--- src/rtl/multicycle_ctrl.sv ---
// Multi-cycle RV32I control sequencer: fetch/decode/exec/mem/wb with req/ready memory handshakes.
// Optional retired-instruction counter on instret is enabled by defining PERF_CNT_EN.
module multicycle_ctrl #(
    parameter int WIDTH     = 32,
    parameter int CNT_WIDTH = 32
) (
    input  logic                 clk,
    input  logic                 rst_n,
    input  logic [WIDTH-1:0]     instr,
    input  logic                 imem_ready,
    input  logic                 dmem_ready,
    input  logic                 br_taken,
    output logic                 imem_req,
    output logic                 ir_we,
    output logic                 pc_we,
    output logic [1:0]           pc_sel,
    output logic [2:0]           imm_sel,
    output logic                 alu_src_b,
    output logic                 dmem_req,
    output logic                 dmem_we,
    output logic                 rf_we,
    output logic [1:0]           wb_sel,
    output logic                 illegal,
    output logic [2:0]           state_o,
    output logic [CNT_WIDTH-1:0] instret
);

    typedef enum logic [2:0] {
        S_IDLE   = 3'd0,
        S_FETCH  = 3'd1,
        S_DECODE = 3'd2,
        S_EXEC   = 3'd3,
        S_MEM    = 3'd4,
        S_WB     = 3'd5,
        S_TRAP   = 3'd7
    } state_t;

    localparam logic [6:0] OP_R      = 7'b0110011;
    localparam logic [6:0] OP_IMM    = 7'b0010011;
    localparam logic [6:0] OP_LOAD   = 7'b0000011;
    localparam logic [6:0] OP_STORE  = 7'b0100011;
    localparam logic [6:0] OP_BRANCH = 7'b1100011;
    localparam logic [6:0] OP_JALR   = 7'b1100111;
    localparam logic [6:0] OP_JAL    = 7'b1101111;
    localparam logic [6:0] OP_LUI    = 7'b0110111;

    state_t state_q, state_d;

    logic [6:0] opcode;
    logic [2:0] funct3;
    logic       is_r, is_imm, is_load, is_store, is_branch, is_jalr, is_jal, is_lui, is_legal;
    logic [2:0] imm_sel_dec;
    logic       unused_instr_bits;

    assign opcode    = instr[6:0];
    assign funct3    = instr[14:12];
    assign is_r      = (opcode == OP_R);
    assign is_imm    = (opcode == OP_IMM);
    assign is_load   = (opcode == OP_LOAD);
    assign is_store  = (opcode == OP_STORE);
    assign is_branch = (opcode == OP_BRANCH);
    assign is_jalr   = (opcode == OP_JALR);
    assign is_jal    = (opcode == OP_JAL);
    assign is_lui    = (opcode == OP_LUI);
    assign is_legal  = is_r | is_imm | is_load | is_store | is_branch | is_jalr | is_jal | is_lui;
    assign unused_instr_bits = ^{instr[WIDTH-1:15], instr[11:7]};

    // Shift-immediate ops take the shamt field instead of the full I immediate.
    always_comb begin
        imm_sel_dec = 3'd0;
        if (is_imm && (funct3 == 3'b001 || funct3 == 3'b101)) imm_sel_dec = 3'd5;
        else if (is_store)                                    imm_sel_dec = 3'd1;
        else if (is_branch)                                   imm_sel_dec = 3'd2;
        else if (is_jal)                                      imm_sel_dec = 3'd3;
        else if (is_lui)                                      imm_sel_dec = 3'd4;
    end

    always_ff @(posedge clk or negedge rst_n) begin
        if (!rst_n) state_q <= S_IDLE;
        else        state_q <= state_d;
    end

    always_comb begin
        state_d = state_q;
        case (state_q)
            S_IDLE:   state_d = S_FETCH;
            S_FETCH:  if (imem_ready) state_d = S_DECODE;
            S_DECODE: state_d = is_legal ? S_EXEC : S_TRAP;
            S_EXEC: begin
                if (is_branch)                state_d = S_FETCH;
                else if (is_load || is_store) state_d = S_MEM;
                else                          state_d = S_WB;
            end
            S_MEM:    if (dmem_ready) state_d = is_store ? S_FETCH : S_WB;
            S_WB:     state_d = S_FETCH;
            S_TRAP:   state_d = S_TRAP;
            default:  state_d = S_IDLE;
        endcase
    end

    always_comb begin
        imem_req  = 1'b0;
        ir_we     = 1'b0;
        pc_we     = 1'b0;
        pc_sel    = 2'd0;
        imm_sel   = 3'd0;
        alu_src_b = 1'b0;
        dmem_req  = 1'b0;
        dmem_we   = 1'b0;
        rf_we     = 1'b0;
        wb_sel    = 2'd0;
        illegal   = 1'b0;
        case (state_q)
            S_FETCH: begin
                imem_req = 1'b1;
                ir_we    = imem_ready;
            end
            S_EXEC: begin
                imm_sel   = imm_sel_dec;
                alu_src_b = !(is_r || is_branch);
                if (is_branch) begin
                    pc_we  = 1'b1;
                    pc_sel = br_taken ? 2'd1 : 2'd0;
                end
            end
            S_MEM: begin
                dmem_req = 1'b1;
                dmem_we  = is_store;
                pc_we    = is_store && dmem_ready;
            end
            S_WB: begin
                rf_we     = 1'b1;
                pc_we     = 1'b1;
                imm_sel   = imm_sel_dec;
                alu_src_b = !(is_r || is_branch);
                if (is_load)                wb_sel = 2'd1;
                else if (is_jal || is_jalr) wb_sel = 2'd2;
                else if (is_lui)            wb_sel = 2'd3;
                if (is_jal)       pc_sel = 2'd1;
                else if (is_jalr) pc_sel = 2'd2;
            end
            S_TRAP:  illegal = 1'b1;
            default: ;
        endcase
    end

    assign state_o = state_q;

`ifdef PERF_CNT_EN
    logic [CNT_WIDTH-1:0] instret_q, instret_d;

    always_comb begin
        instret_d = instret_q;
        if (pc_we && state_q != S_TRAP) instret_d = instret_q + CNT_WIDTH'(1);
    end

    always_ff @(posedge clk or negedge rst_n) begin
        if (!rst_n) instret_q <= '0;
        else        instret_q <= instret_d;
    end

    assign instret = instret_q;
`else
    assign instret = '0;
`endif

endmodule

--- config.mk ---
export PLATFORM = sky130hd
export DESIGN_NAME = multicycle_ctrl
export DESIGN_NICKNAME = d
export VERILOG_FILES = /design/src/rtl/multicycle_ctrl.sv
export SDC_FILE = /design/constraint.sdc
export NUM_CORES = 1
export LEC_CHECK = 0
export CAP_MARGIN = 20
export CORE_UTILIZATION = 45
export CTS_BUF_LIST = sky130_fd_sc_hd__clkbuf_8
export DETAILED_ROUTE_END_ITERATION = 8
export DONT_BUFFER_PORTS = 1
export GPL_TIMING_DRIVEN = 0
export PLACE_DENSITY = 0.63
export RECOVER_POWER = 100
export SLEW_MARGIN = 30
export SYNTH_ARGS = -nofsm -noshare
export SYNTH_HDL_FRONTEND = slang
export SYNTH_SLANG_ARGS = --single-unit
--- constraint.sdc ---
create_clock -name clk -period 1.9 [get_ports clk]
set_clock_uncertainty 0.2 [all_clocks]
set_input_delay 0.38 -clock clk [delete_from_list [all_inputs] [get_ports clk]]
set_output_delay 0.38 -clock clk [all_outputs]
set_load 0.01 [all_outputs]
# After elaboration in Yosys (flattened, before gate mapping)
# Index checks and enable logic that the tools add are counted.
[totals]
ff_bits = 3
input_bits = 37
output_inout_bits = 50
wordCells = 68
[op_classes]
eq_ne = 18
muxes = 31
bitwise_logic = 7
n_reduce_logical = 11
[ops]
columns = ["op", "count"]
rows = [
  ["$mux W3", 11],
  ["$eq A7 B6 Y1 const B", 3],
  ["$eq A7 B7 Y1 const B", 3],
  ["$pmux W3 S6", 1],
  ["$eq A3 B3 Y1 const B", 4],
  ["$mux W2", 6],
  ["$mux W1", 11],
  ["$eq A7 B2 Y1 const B", 1],
  ["$eq A7 B5 Y1 const B", 1],
  ["$or A1 B1 Y1", 7],
  ["$eq A3 B1 Y1 const B", 2],
  ["$eq A3 B2 Y1 const B", 2],
  ["$logic_or A1 B1 Y1", 4],
  ["$ne A2 B2 Y1 const B", 2],
  ["$pmux W2 S2", 1],
  ["$reduce_or A2 Y1", 2],
  ["$logic_not A3 Y1", 1],
  ["$pmux W1 S3", 1],
  ["$logic_and A1 B1 Y1", 2],
  ["$reduce_and A2 Y1", 1],
  ["$logic_not A1 Y1", 1],
]

# Logic depth before layout (Yosys ltp)
# Gate-level depths: netlist (run 1).
[depth]
word_depth = 10
ltp_mapped = 6
mapped_depth_nobuf = 5

# Least setup slack after synthesis (run 1)
# No wires, ideal clock.
[synth_timing]
kind = "input-to-output"
startpoint = "input port instr[6]"
endpoint = "output port imm_sel[0]"
arrival_ps = 1267
t_required_ps = 1320
path_slack_ps = 53
path_stages = 5
n_path_buf = 1
path_cell_list = "buf_4 -> nand2b_1 -> nor4_2 -> nand2_1 -> a31oi_1"
[synth_via]
elab_chain_len = 6
word_cells_on_any_way = 10
classes_between = "4 x eq/ne; 5 x mux; 1 x reduce/logical"
[synth_rtl]
columns = ["item", "line", "rtl"]
rows = [
  ["from (decl)", "9", "input logic [WIDTH-1:0] instr,"],
  ["$eq A7 B7 Y1", "63", "assign is_jal = (opcode == OP_JAL);"],
  ["$mux W3", "74", "else if (is_jal) imm_sel_dec = 3'd3;"],
  ["$mux W3", "73", "else if (is_branch) imm_sel_dec = 3'd2;"],
  ["$mux W3", "72", "else if (is_store) imm_sel_dec = 3'd1;"],
  ["$mux W3 *", "71", "if (is_imm && (funct3 == 3'b001 || funct3 == 3'b101)) imm_sel_dec = 3'd5;"],
  ["$mux W3 *", "113", "case (state_q)"],
  ["to (decl)", "17", "output logic [2:0] imm_sel,"],
]
# Mark *: on every way between the ends. The rest lies on a longest branch, timed or not.

# Worst setup path in the final report (run 1)
[layout_timing]
startpoint = "register state_q[1], in the netlist state_o[1]"
endpoint = "output port imm_sel[1]"
[layout_via]
elab_chain_len = 3
word_cells_on_any_way = 4
classes_between = "2 x eq/ne; 1 x mux; 1 x reduce/logical"
[layout_rtl]
columns = ["item", "line", "rtl"]
rows = [
  ["from (decl)", "47", "state_t state_q, state_d;"],
  ["from (signal assigned)", "80", "else state_q <= state_d;"],
  ["$eq A3 B2 Y1 / $eq A3 B3 Y1 (equally long branches)", "113", ""],
  ["$reduce_or A2 Y1 (no source line) *", "-", ""],
  ["$mux W3 *", "113", ""],
]
# Marks and branches as above.

==> impl_results.md, run 1 <==
- Placed Cells: 153
- Slew Viols, Final: 0
- RSZ-0062 raised after global routing: true
- Commonest non-fill, non-tap cells in the layout: 35 x buf_4, 32 x conb_1, 7 x nand2_1
- Sink Count: 3
- Pin count of the biggest net entering global routing: 11
- Max clock buf depth: 2
- Area grow syn2layout: 53.6%
- Placed Area: ~890 um^2
- Fraction of layout cells with a size suffix above 1: 50.3%
- Power Density: approximately 1000 nW/um^2
- Maxcap violations: 0
- Ys Warns: 0
- Tcrit/Tclk final: 102%
- Rows: 14
- Yosys cell types: 35
- Main combinational cell family by area after synthesis: buffers and inverters
- H-tree levels: 1
- Fillcell total: about 120
- First-pass GRT wire length: ~2600 um
- CTS tree: built
- Die X: between 40 and 50 um
- R2r startpoint: state_o[2]
- Root Buffer: clkbuf_8
- Post-Syn Area per Cell: ~7.1 um^2
- Cell area after synthesis: ~760 um^2
- Mean number of vias per cell: a little under 5
- Sequential cell area fraction in the yosys report: 9.93%
- Layout Nets: between 150 and 200
- Final std cell area, no fill: 1160 um^2
- CORE AREA: around 1500 um^2
- Initial core utilization: roughly half
- Failing checks: setup timing
- Crit-path leading delay family: flip-flops
- Post-route ant nets: 0
- Most common cell after layout, fill and taps aside: buf_4
- Multi-input logic area: between 600 and 700 um^2
- Crit path DAT: between 1 and 1.5 ns
- Die area: about 1800 um^2
- Crit path launch type: flop
- Critical path, cell by cell: inv_4 -> nor2_2 -> o21ai_4 -> a221oi_4
- Clock transition at the registers of the reported paths: around 0.030 ns
- Grt ovf: 0
- CTS Buf Count: 3
- Synthesized flop and latch total: 3
- Tmin final: between 1.5 and 2 ns
- CP Capture Type: primary output
- Crit Path Category: flop to primary output
- Multiplexer area fraction after synthesis: approximately 1.3%
- Hold Path Class: input pin to flop
- Die height: 43.0 um
- Port Buffer Count: 0
- VDD IR max: approximately 0.00060 V
- Final TNS setup: -0.0471 ns
- # diodes: 0
- Highest clock rate: 0.517 GHz
- Non-Filler Instances: between 150 and 200
- Placer congestion estimate: between 0.7 and 0.8
- Fin worst setup slack: -0.0358 ns
- Routed WL per cell: around 12 um
- DP HPWL: between 1000 and 1500 um
- Pre-antenna DRT Iters: 4
- Synth Area in Adders: 0%
- Ports: between 80 and 90
- Post-synthesis simple-gate area fraction: between 30% and 40%
- Core Util, Final: around three quarters
- CP Launch Point: state_o[1]
- Final WL: a little under 2000 um
- Drt drc: 0
- Via count: 776
- Final setup vio count: 2
- Critical-path maximum fanout: 8
- Leak: between 0.0005 and 0.0006 uW
- Initial antenna violation count: 0
- Number of flip-flops in the largest register: 3
- Crit path buf inv count: 1
- Number of global-route vias before repair: between 600 and 700
- Synth Area in XOR/XNOR: 0%
- Final hold vios: 0
- WP data required: approximately 1.3 ns
- Clk Latency, worst-skew pair: 0.22 ns
- Synth Area in Compound Gates: between 10% and 20%
- CP max stage delay: roughly 0.52 ns
- Cell count after synthesis: approximately 110
- Master of the slowest instance on the critical path: dfrtp_2
- Power Total: 1180 uW
- Initial DRC count: 19
- Global Route Usage Sum: 18.2%
- Register area: between 70 and 80 um^2
- Status: complete, but fails checks
- Min-delay src: dmem_ready
## per-stage QoR
| step | hold WS, ns | setup slack [ns] |
|---|---|---|
| after floorplan | -0.116 | 0.0535 |
| after global placement | -0.116 | -0.0190 |
| after detailed placement | -0.116 | -0.0213 |
| after CTS | 0.161 | -0.0254 |
| after global routing | 0.175 | -0.0987 |
| final | 0.162 | -0.0358 |
## Yosys cell counts (all sizes together)
library cell / number / area [um^2]
and4bb: 1 / 16.3
nor4b: 1 / 15.0
nor2b: 1 / 13.8
nand2: 10 / 37.5
a21oi: 4 / 20.0
o21ai: 3 / 18.8
nor4: 1 / 12.5
nor2: 10 / 37.5
o22ai: 1 / 6.26
a221oi: 1 / 15.0
nor3: 4 / 20.0
a31oi: 4 / 25.0
a21boi: 1 / 7.51
nor3b: 2 / 15.0
dfrtp: 3 / 75.1
o32ai: 1 / 8.76
and3: 2 / 12.5
o31ai: 1 / 12.5
o41ai: 1 / 8.76
nand3: 4 / 25.0
buf: 35 / 267
conb: 1 / 3.75
a2bb2oi: 1 / 8.76
a211oi: 1 / 7.51
inv: 5 / 18.8
or3: 1 / 6.26
mux2i: 1 / 10.0
nand2b: 2 / 12.5
and2: 2 / 12.5
nand4: 1 / 6.26
## cells by family (layout without fill, tap and decap cells)
family	Yosys count	in the layout
muxes	1	1
other	1	32
DFF	3	3
AOI/OAI and AO/OA	19	19
buffers and inverters	40	48
and+or+nand+nor	42	42
## worst paths after layout
kind | endpoint | slack [ns] | cells past startpoint
worst max-delay path | imm_sel[1] | -0.04 | 4
worst min-delay path | state_o[2] | 0.16 | 2
worst max register to register | state_o[2] | 0.30 | 5
worst min register to register | state_o[1] | 0.51 | 2
max in group asynchronous | state_o[0] | 1.11 | 1
min in group asynchronous | state_o[2] | 0.22 | 1
## worst register-to-register path: stages (launching register included)
cell	delay (ns)
dfrtp_1	0.41
buf_6	0.16
buf_4	0.14
nor4b_2	0.27
a2bb2oi_1	0.11
o31ai_2	0.22
## cell type report
| class | instances | share of cell area, % |
|---|---|---|
| Multi-Input combinational cell | 94 | 58.9 |
| Buffer | 35 | 23.6 |
| Sequential cell | 3 | 6.68 |
| Timing Repair Buffer | 4 | 3.13 |
| Clock buffer | 3 | 3.56 |
| Clock inverter | 1 | 0.323 |
| Inverter | 5 | 2.05 |
| Tap cell | 16 | 1.72 |
## power breakdown
part	switching [uW]	internal (uW)	leakage, uW	total, uW
clock network	44.8	138	0.0000269	183
registers	94.0	102	0.0000328	196
logic	465	341	0.000506	806
total	604	580	0.000565	1180
## timing repair
item	in CTS	in global routing
pin swaps	7	9
endpoints found under the setup margin	10	11
gates resized for setup	22	19
hold buffers	1	0
endpoints found under the hold margin	3	0
buffers inserted	3	0
## routing by layer
metal,GRT usage [%],wire [um],part of all wire [%],vias to the layer above
li1,-,-,-,386
met1,21.9,782,41,340
met2,31.5,977,51,46
met3,3.40,149,7.7,4
met4,7.27,19,0.99,0
met5,0,0,0,-
Note: power is estimated with default switching activity, not from simulation.
==> run 2, diff against run 1 <==
--- a/config.mk
+++ b/config.mk
@@ -6,12 +6,12 @@
 export NUM_CORES = 1
 export LEC_CHECK = 0
 export CAP_MARGIN = 20
-export CORE_UTILIZATION = 45
+export CORE_UTILIZATION = 40
 export CTS_BUF_LIST = sky130_fd_sc_hd__clkbuf_8
 export DETAILED_ROUTE_END_ITERATION = 8
 export DONT_BUFFER_PORTS = 1
 export GPL_TIMING_DRIVEN = 0
-export PLACE_DENSITY = 0.63
+export PLACE_DENSITY = 0.57
 export RECOVER_POWER = 100
 export SLEW_MARGIN = 30
 export SYNTH_ARGS = -nofsm -noshare
==> constraint.sdc (replaced) <==
create_clock -name clk -period 2.2 [get_ports clk]
set_clock_uncertainty 0.2 [all_clocks]
set_input_delay 0.44 -clock clk [delete_from_list [all_inputs] [get_ports clk]]
set_output_delay 0.44 -clock clk [all_outputs]
set_load 0.01 [all_outputs]
==> impl_results.md, run 2 (synthesis results as in run 1) <==
- Commonest non-fill, non-tap cells in the layout: 34 x buf_4, 32 x conb_1, 9 x nand2_1
- VDD IR max: approximately 0.00039 V
- Setup Buffers After CTS: 0
- Final setup vio count: 0
- Drt drc: 0
- Critical path, cell by cell: nor2_1 -> nand3_1 -> nor4_2 -> nand2_1 -> a31oi_2
- CP max stage delay: roughly 0.34 ns
- Global Route Usage Sum: between 10% and 20%
- Placed Area: ~900 um^2
- Final hold vios: 0
- Power Total: between 800 and 900 uW
- Dpl ws: around 0.15 ns
- Critical-path maximum fanout: 3
- Clk Latency, worst-skew pair: between 0.2 and 0.25 ns
- Rows: 15
- Die X: between 40 and 50 um
- Number of global-route vias before repair: 542
- R2r startpoint: state_o[1]
- Crit path launch type: input pin
- Leak: 0.000516 uW
- Sink Count: 3
- Maxcap violations: 0
- RSZ-0062 raised after global routing: true
- Fin worst setup slack: just under 0.09 ns
- Number of flip-flops in the largest register: 3
- FF-to-FF End: state_o[2]
- Placer congestion estimate: roughly 0.76
- Die area: slightly above 2000 um^2
- Initial antenna violation count: 0
- Fraction of layout cells with a size suffix above 1: ~40%
- Hold Path Class: input pin to flop
- Placed Cells: 162
- Ports: between 80 and 90
- # diodes: 0
- Fillcell total: 174
- DP HPWL: 1290 um
- Crit Path Category: input pin to primary output
- Min-delay src: dmem_ready
- Non-Filler Instances: 167
- Die height: between 40 and 50 um
- Clock transition at the registers of the reported paths: approximately 0.03 ns
- Highest clock rate: 0.474 GHz
- WHS Endpoint: state_o[2]
- CTS Buf Count: 3
- Port Buffer Count: 0
- CTS tree: built
- Initial core utilization: a little over two fifths
- Worst Reg-to-Reg Cells: 4
- Slew Viols, Final: 0
- Core Util, Final: between 50% and 60%
- Pre-antenna DRT Iters: 4
- Status: complete, no violations
- Grt ovf: 0
- Most common cell after layout, fill and taps aside: buf_4
- CP Capture Type: primary output
- Root Buffer: clkbuf_8
- Post-route ant nets: 0
- Pin count of the biggest net entering global routing: 11
- CORE AREA: approximately 1700 um^2
- Crit path DAT: 1.47 ns
- Master of the slowest instance on the critical path: nor4_2
- Tcrit/Tclk final: a little over nine tenths
- Area grow syn2layout: 32.6%
- Hold-critical path depth: 2
- Final WL: 1640 um
- Power Density: 812 nW/um^2
- Initial DRC count: 15
- H-tree levels: 1
- Max clock buf depth: 2
- First-pass GRT wire length: between 2000 and 2500 um
- Layout Nets: 180
- Worst reg-to-reg setup slack: approximately 0.67 ns
- WP data required: around 1.6 ns
- Via count: 744
- Tmin final: approximately 2.1 ns
- Mean number of vias per cell: 4.46
- Final std cell area, no fill: 1000 um^2
- Routed WL per cell: 9.82 um
-- run 2: changes by cell type in the layout (fill, tap and decap cells not counted), moves of 2 or more --
cell     previous run  this run
and2_4              2         0
and2_1              0         2
dfrtp_1             1         3
a31oi_2             0         2
dfrtp_2             2         0
nand2_1             7         9
nor2_4              3         0
inv_4               2         0
a31oi_4             2         0
nor2_1              5         8
-- run 2: how the worst max path moves through the flow --
stage	cells past startpoint	slack, ns	endpoint	from
after global routing	5	-0.01	imm_sel[0]	instr[2]
final	5	0.09	imm_sel[0]	instr[2]
after detailed placement	5	0.15	imm_sel[0]	instr[2]
after global placement	5	0.15	imm_sel[0]	instr[2]
after CTS	5	-0.001	pc_sel[1]	state_o[2]
after floorplan	5	0.23	imm_sel[0]	instr[6]
-- run 2: layout make-up --
type / count / area [um^2] / area share (%)
Sequential cell: 3 / 75.1 / 7.49
Clock inverter: 1 / 3.75 / 0.375
Buffer: 35 / 267 / 26.6
Tap cell: 25 / 31.3 / 3.12
Clock buffer: 3 / 41.3 / 4.12
Multi-Input combinational cell: 94 / 556 / 55.4
Inverter: 5 / 18.8 / 1.87
Timing Repair Buffer: 1 / 10.0 / 0.999
-- run 2: worst max-delay path, delay by kind of cell --
family / cells / cell delay, ns
compound gates: 1 / 0.26
simple gates: 4 / 0.76
-- run 2: stage by stage --
step | setup TNS (ns) | hold WS (ns)
finish | 0 | 0.212
global route | -0.0181 | 0.217
CTS | -0.00112 | 0.212
detailed placement | 0 | -0.0555
global placement | 0 | -0.0555
floorplan | 0 | -0.0556
-- run 2: routing by layer --
| layer | global-route usage, % | vias up | wire length, um |
|---|---|---|---|
| met5 | 0 | - | 0 |
| met1 | 18.5 | 327 | 649 |
| met2 | 26.9 | 38 | 831 |
| met4 | 7.27 | 0 | 17 |
| met3 | 3.57 | 2 | 141 |
| li1 | - | 377 | - |
-- run 2: report_power, final --
part           internal, uW  switching, uW
clock network           119           39.7
registers              83.9           64.1
logic                   202            305
-- run 2: repair_timing --
item,4_1_cts,5_1_grt
hold buffers,1,0
endpoints found under the hold margin,3,0
cloned,0,0
gates resized for setup,0,10
setup endpoints to repair,1,7
